<file path="src/rtl/stopwatch_fnd_ctrl.sv">
// stopwatch_fnd_ctrl: frame-coherent 4-digit common-anode 7-seg scanner for stopwatch time (SS.CC / HH.MM).
// Define LEADING_ZERO_BLANK_EN to blank a zero leftmost digit.
module stopwatch_fnd_ctrl #(
    parameter int SCAN_COUNT = 100_000,
    parameter int DOT_HALF   = 50
) (
    input  logic       clk,
    input  logic       reset,
    input  logic [6:0] i_msec,
    input  logic [5:0] i_sec,
    input  logic [5:0] i_min,
    input  logic [4:0] i_hour,
    input  logic       i_mode,
    output logic [3:0] o_fnd_comm,
    output logic [7:0] o_fnd_font
);
    localparam int CW = $clog2(SCAN_COUNT);

    logic [CW-1:0] scan_cnt;
    logic          scan_tick;
    logic [1:0]    sel;
    logic [6:0]    snap_msec;
    logic [5:0]    snap_sec;
    logic [5:0]    snap_min;
    logic [4:0]    snap_hour;
    logic          snap_mode;
    logic [15:0]   digits;
    logic [3:0]    dig;
    logic [7:0]    font;

    // A value above 99 cannot be shown as two digits, so both halves go blank.
    function automatic logic [7:0] split(input logic [6:0] v);
        return v > 7'd99 ? 8'hFF : {4'(v / 7'd10), 4'(v % 7'd10)};
    endfunction

    function automatic logic [7:0] seg(input logic [3:0] d);
        case (d)
            4'd0: return 8'hC0;
            4'd1: return 8'hF9;
            4'd2: return 8'hA4;
            4'd3: return 8'hB0;
            4'd4: return 8'h99;
            4'd5: return 8'h92;
            4'd6: return 8'h82;
            4'd7: return 8'hF8;
            4'd8: return 8'h80;
            4'd9: return 8'h90;
            default: return 8'hFF;
        endcase
    endfunction

    assign scan_tick = scan_cnt == CW'(SCAN_COUNT - 1);

    always_ff @(posedge clk or negedge reset) begin
        if (!reset) begin
            scan_cnt <= '0;
            sel      <= '0;
        end else begin
            scan_cnt <= scan_tick ? '0 : scan_cnt + 1'b1;
            if (scan_tick) sel <= sel + 1'b1;
        end
    end

    // Snapshot on the last-digit tick so the new frame starts with fresh, coherent values.
    always_ff @(posedge clk or negedge reset) begin
        if (!reset) begin
            snap_msec <= '0;
            snap_sec  <= '0;
            snap_min  <= '0;
            snap_hour <= '0;
            snap_mode <= 1'b0;
        end else if (scan_tick && sel == 2'd3) begin
            snap_msec <= i_msec;
            snap_sec  <= i_sec;
            snap_min  <= i_min;
            snap_hour <= i_hour;
            snap_mode <= i_mode;
        end
    end

    always_comb begin
        digits = {snap_mode ? split({2'b00, snap_hour}) : split({1'b0, snap_sec}),
                  snap_mode ? split({1'b0, snap_min})   : split(snap_msec)};
        dig    = digits[{sel, 2'b00} +: 4];
        font   = seg(dig);
`ifdef LEADING_ZERO_BLANK_EN
        if (sel == 2'd3 && dig == 4'd0) font = 8'hFF;
`endif
        if (sel == 2'd2 && snap_msec < 7'(DOT_HALF)) font[7] = 1'b0;
    end

    always_ff @(posedge clk or negedge reset) begin
        if (!reset) begin
            o_fnd_comm <= 4'hF;
            o_fnd_font <= 8'hFF;
        end else begin
            o_fnd_comm <= ~(4'b0001 << sel);
            o_fnd_font <= font;
        end
    end
endmodule

</file>
<file path="config.mk">
export PLATFORM = sky130hd
export DESIGN_NAME = stopwatch_fnd_ctrl
export DESIGN_NICKNAME = d
export VERILOG_FILES = /design/src/rtl/stopwatch_fnd_ctrl.sv
export SDC_FILE = /design/constraint.sdc
export NUM_CORES = 1
export LEC_CHECK = 0
export CAP_MARGIN = 15
export CELL_PAD_IN_SITES_DETAIL_PLACEMENT = 1
export CELL_PAD_IN_SITES_GLOBAL_PLACEMENT = 2
export CORE_MARGIN = 2
export CORE_UTILIZATION = 37
export CTS_CLUSTER_DIAMETER = 60
export DETAILED_ROUTE_END_ITERATION = 7
export HOLD_SLACK_MARGIN = 0.06
export PLACE_DENSITY_LB_ADDON = 0.1
export SETUP_SLACK_MARGIN = 0.15
export SYNTH_ARGS = -nofsm -noshare
export SYNTH_HDL_FRONTEND = slang
export SYNTH_SLANG_ARGS = --single-unit
</file>
<file path="constraint.sdc">
create_clock -name clk -period 4.1 [get_ports clk]
set_input_delay 1.23 -clock clk [delete_from_list [all_inputs] [get_ports clk]]
set_output_delay 1.23 -clock clk [all_outputs]
set_load 0.01 [all_outputs]
</file>
==> flow_metrics.env <==
export IMPL_ys_warn_count=0
export IMPL_pre_cts_slack_ps=222
export IMPL_critPathCaptureType="register"
export IMPL_area_growth_synth_to_final_pct=16.3
export IMPL_initial_core_util_pct=37.9
export IMPL_critPathMaxStageDelay_ps=570
export IMPL_worst_slew_pin_slew_ps=932
export IMPL_endpoint="o_fnd_font[5]"
export IMPL_cts_buffers=5
export IMPL_crit_type="reg2reg"
export IMPL_outcome="finished clean"
export IMPL_ir_drop_v=0.000136
export IMPL_netlist_area_um2=3880
export IMPL_clock_sinks=56
export IMPL_instances_no_fill=574
export IMPL_dr_first_iter_drc_count=80
export IMPL_crit_start="snap_sec[1]"
export IMPL_finalWirelength_mm=9.41
export IMPL_worstPathRequired_ps=4330
export IMPL_dr_pass1_iters=4
export IMPL_core_area_um2=10200
export IMPL_dp_cells=562
export IMPL_clk_latency_ps=320
export IMPL_die_width_um=106
export IMPL_antenna_left=0
export IMPL_cts_root_buf="clkbuf_8"
export IMPL_hold_class="reg2reg"
export IMPL_ys_seq_area_share_pct=36.5
export IMPL_p_leak_nw=1.82
export IMPL_synth_cells=402
export IMPL_hold_viol_final=0
export IMPL_syn_mean_instance_area_um2=9.65
export IMPL_min_path_cells=1
export IMPL_crit_chain="or4b_4 > and3_4 > nor3_2 > xnor2_1 > ha_1 > inv_1 > a41oi_2 > nand4_1 > nor3b_2 > a211oi_4 > inv_1 > ha_1 > mux2_4 > a21oi_1"
export IMPL_grtUsageTotal_pct=17.7
export IMPL_ys_seq_elements=56
export IMPL_wl_per_cell_um=16.4
export IMPL_synth_cell_type_count=73
export IMPL_path_max_fanout=5
export IMPL_rsz0062_at_grt="false"
export IMPL_drv_cap=0
export IMPL_cts_hold_buf=0
export IMPL_layout_drive_gt1_share_pct=20.8
export IMPL_nNetsFinal=481
export IMPL_grt_max_degree=41
export IMPL_design_area_um2=4510
export IMPL_finalClockSkew_ps=15.1
export IMPL_clk_pin_slew_ps=120
export IMPL_placed_area_um2=4370
export IMPL_vias=3110
export IMPL_nFillCells=1174
export IMPL_portBuffers=38
export IMPL_synth_top_flop_cell="dfrtp_1"
export IMPL_crit_arrival_ps=3870
export IMPL_max_freq_mhz=275
export IMPL_cts_max_level=2
export IMPL_crit_buf_inv=2
export IMPL_r2r_end="o_fnd_font[5]"
export IMPL_critPathLaunchType="register"
export IMPL_rows=37
export IMPL_setup_viol=0
export IMPL_cp_num_cells=14
export IMPL_grt_pass1_wl_mm=16.1
export IMPL_r2r_slack_ps=460
export IMPL_grt_pass1_vias=3291
export IMPL_die_area_um2=11300
export IMPL_power_density_nw_per_um2=281
export IMPL_gp_congestion=0.806
export IMPL_clockBufferDepth=2
export IMPL_setup_tns_ps=0
export IMPL_post_route_period_util_pct=88.7
export IMPL_async_reset_ff_share_pct=100
export IMPL_pin_count=39
export IMPL_insertedDiodeCount=0
export IMPL_dpl_hpwl_mm=6.99
export IMPL_slew_viol_final=0
export IMPL_slew_headroom_pct=37.8
export IMPL_drc=0
export IMPL_r2r_start="snap_sec[1]"
export IMPL_grt_overflow=0
export IMPL_setup_ws_ps=465
export IMPL_synth_nets=446
export IMPL_min_period_ps=3640
export IMPL_cp_slowest_cell="or4b_4"
export IMPL_vias_per_cell=5.42
export IMPL_r2r_cells=14
export IMPL_die_h_um=106
export IMPL_synth_enable_flop_cells=0
export IMPL_crit_family="simple AND/OR/NAND/NOR gates"
export IMPL_antenna_found_initial=0
export IMPL_cts_tree="done"
## cell type report
| type | instances | area, um^2 | area share, % |
|---|---|---|---|
| Timing Repair Buffer | 51 | 473 | 10.5 |
| Sequential cell | 56 | 1420 | 31.4 |
| Multi-Input combinational cell | 298 | 2260 | 50.1 |
| Clock inverter | 3 | 27.5 | 0.610 |
| Tap cell | 136 | 170 | 3.77 |
| Clock buffer | 5 | 68.8 | 1.53 |
| Inverter | 25 | 93.8 | 2.08 |
## routing by layer
layer	share of wire (%)	GRT usage (%)
met4	2.1	6.02
met2	47	28.5
met3	3.7	3.86
met1	47	23.6
met5	0	0
## timing repair
item / 4_1_cts / 5_1_grt
setup buffers: 0 / 4
endpoints found under the setup margin: 0 / 7
resized for setup: 0 / 6
## kinds of logic after synthesis
family | after synthesis | share of synthesized area [%]
flip-flops | 56 | 36.5
multiplexers | 36 | 10.5
AND/OR/NAND/NOR | 122 | 17.9
adder cells (fa/ha/maj) | 17 | 5.48
AO/OA/AOI/OAI | 99 | 18.6
XOR/XNOR | 24 | 5.42
buffers and inverters | 48 | 5.55
## cells in the final DEF (no fill, tap or decap), types with 3 or more instances in the layout
cell,instances
nor2b_1,13
nand3_1,13
o21ai_0,19
and3_1,4
clkbuf_8,5
nor3_1,3
xor2_1,10
nand4_1,5
mux2_2,29
inv_1,23
nand2_1,25
a211oi_1,5
ha_1,17
or3_1,4
nor2_1,22
mux2i_1,5
dfstp_2,12
xnor2_1,14
dfrtp_1,42
a21oi_1,20
o211ai_1,12
a31oi_1,4
o311ai_0,4
clkdlybuf4s50_1,37
nand2b_1,6
buf_4,13
## worst min-delay path by stage
stage / from / end
2_1_floorplan: scan_cnt[4] / scan_cnt[4]
6_report: scan_cnt[4] / scan_cnt[4]
3_5_place_dp: scan_cnt[4] / scan_cnt[4]
3_3_place_gp: scan_cnt[4] / scan_cnt[4]
4_1_cts: scan_cnt[4] / scan_cnt[4]
5_1_grt: scan_cnt[4] / scan_cnt[4]
## synth_stat cells (5+ instances only)
cell,instances,area (um^2)
mux2i_1,5,50.1
nand4_1,5,31.3
a211oi_1,6,45.0
o311ai_0,5,43.8
inv_1,23,86.3
nor2_1,22,82.6
xnor2_1,14,123
mux2_2,29,327
dfrtp_1,44,1100
nand2_1,25,93.8
dfstp_2,12,315
clkbuf_1,15,56.3
o211ai_1,12,90.1
nand3_1,13,65.1
xor2_1,10,87.6
nand2b_1,6,37.5
nor2b_1,14,87.6
ha_1,17,213
a21oi_1,20,100
o21ai_0,19,95.1
## flip-flops by register name, summed over array words and instances, names as in the netlist, 2 cells and up
signal and flops:
scan_cnt 17, o_fnd_font 8, snap_msec 7, snap_min 6
snap_sec 6, snap_hour 5, o_fnd_comm 4, sel 2
## where the power goes
part | internal [W] | total [W] | switching, W
Sequential | 0.000592 | 0.000623 | 0.0000304
Combinational | 0.000160 | 0.000313 | 0.000153
Clock | 0.000126 | 0.000331 | 0.000205
Total | 0.000878 | 0.00127 | 0.000389
## through the flow
stage | util [%] | hold slack, ps | power (W)
after floorplan | - | 446 | 0.000827
after global placement | 42.7 | 467 | 0.000935
after detailed placement | 42.7 | 467 | 0.000943
after CTS | 43.7 | 488 | 0.00129
after global routing | 44.1 | 508 | 0.00135
final | 44.1 | 487 | 0.00127
(Power assumes the default switching activity.)
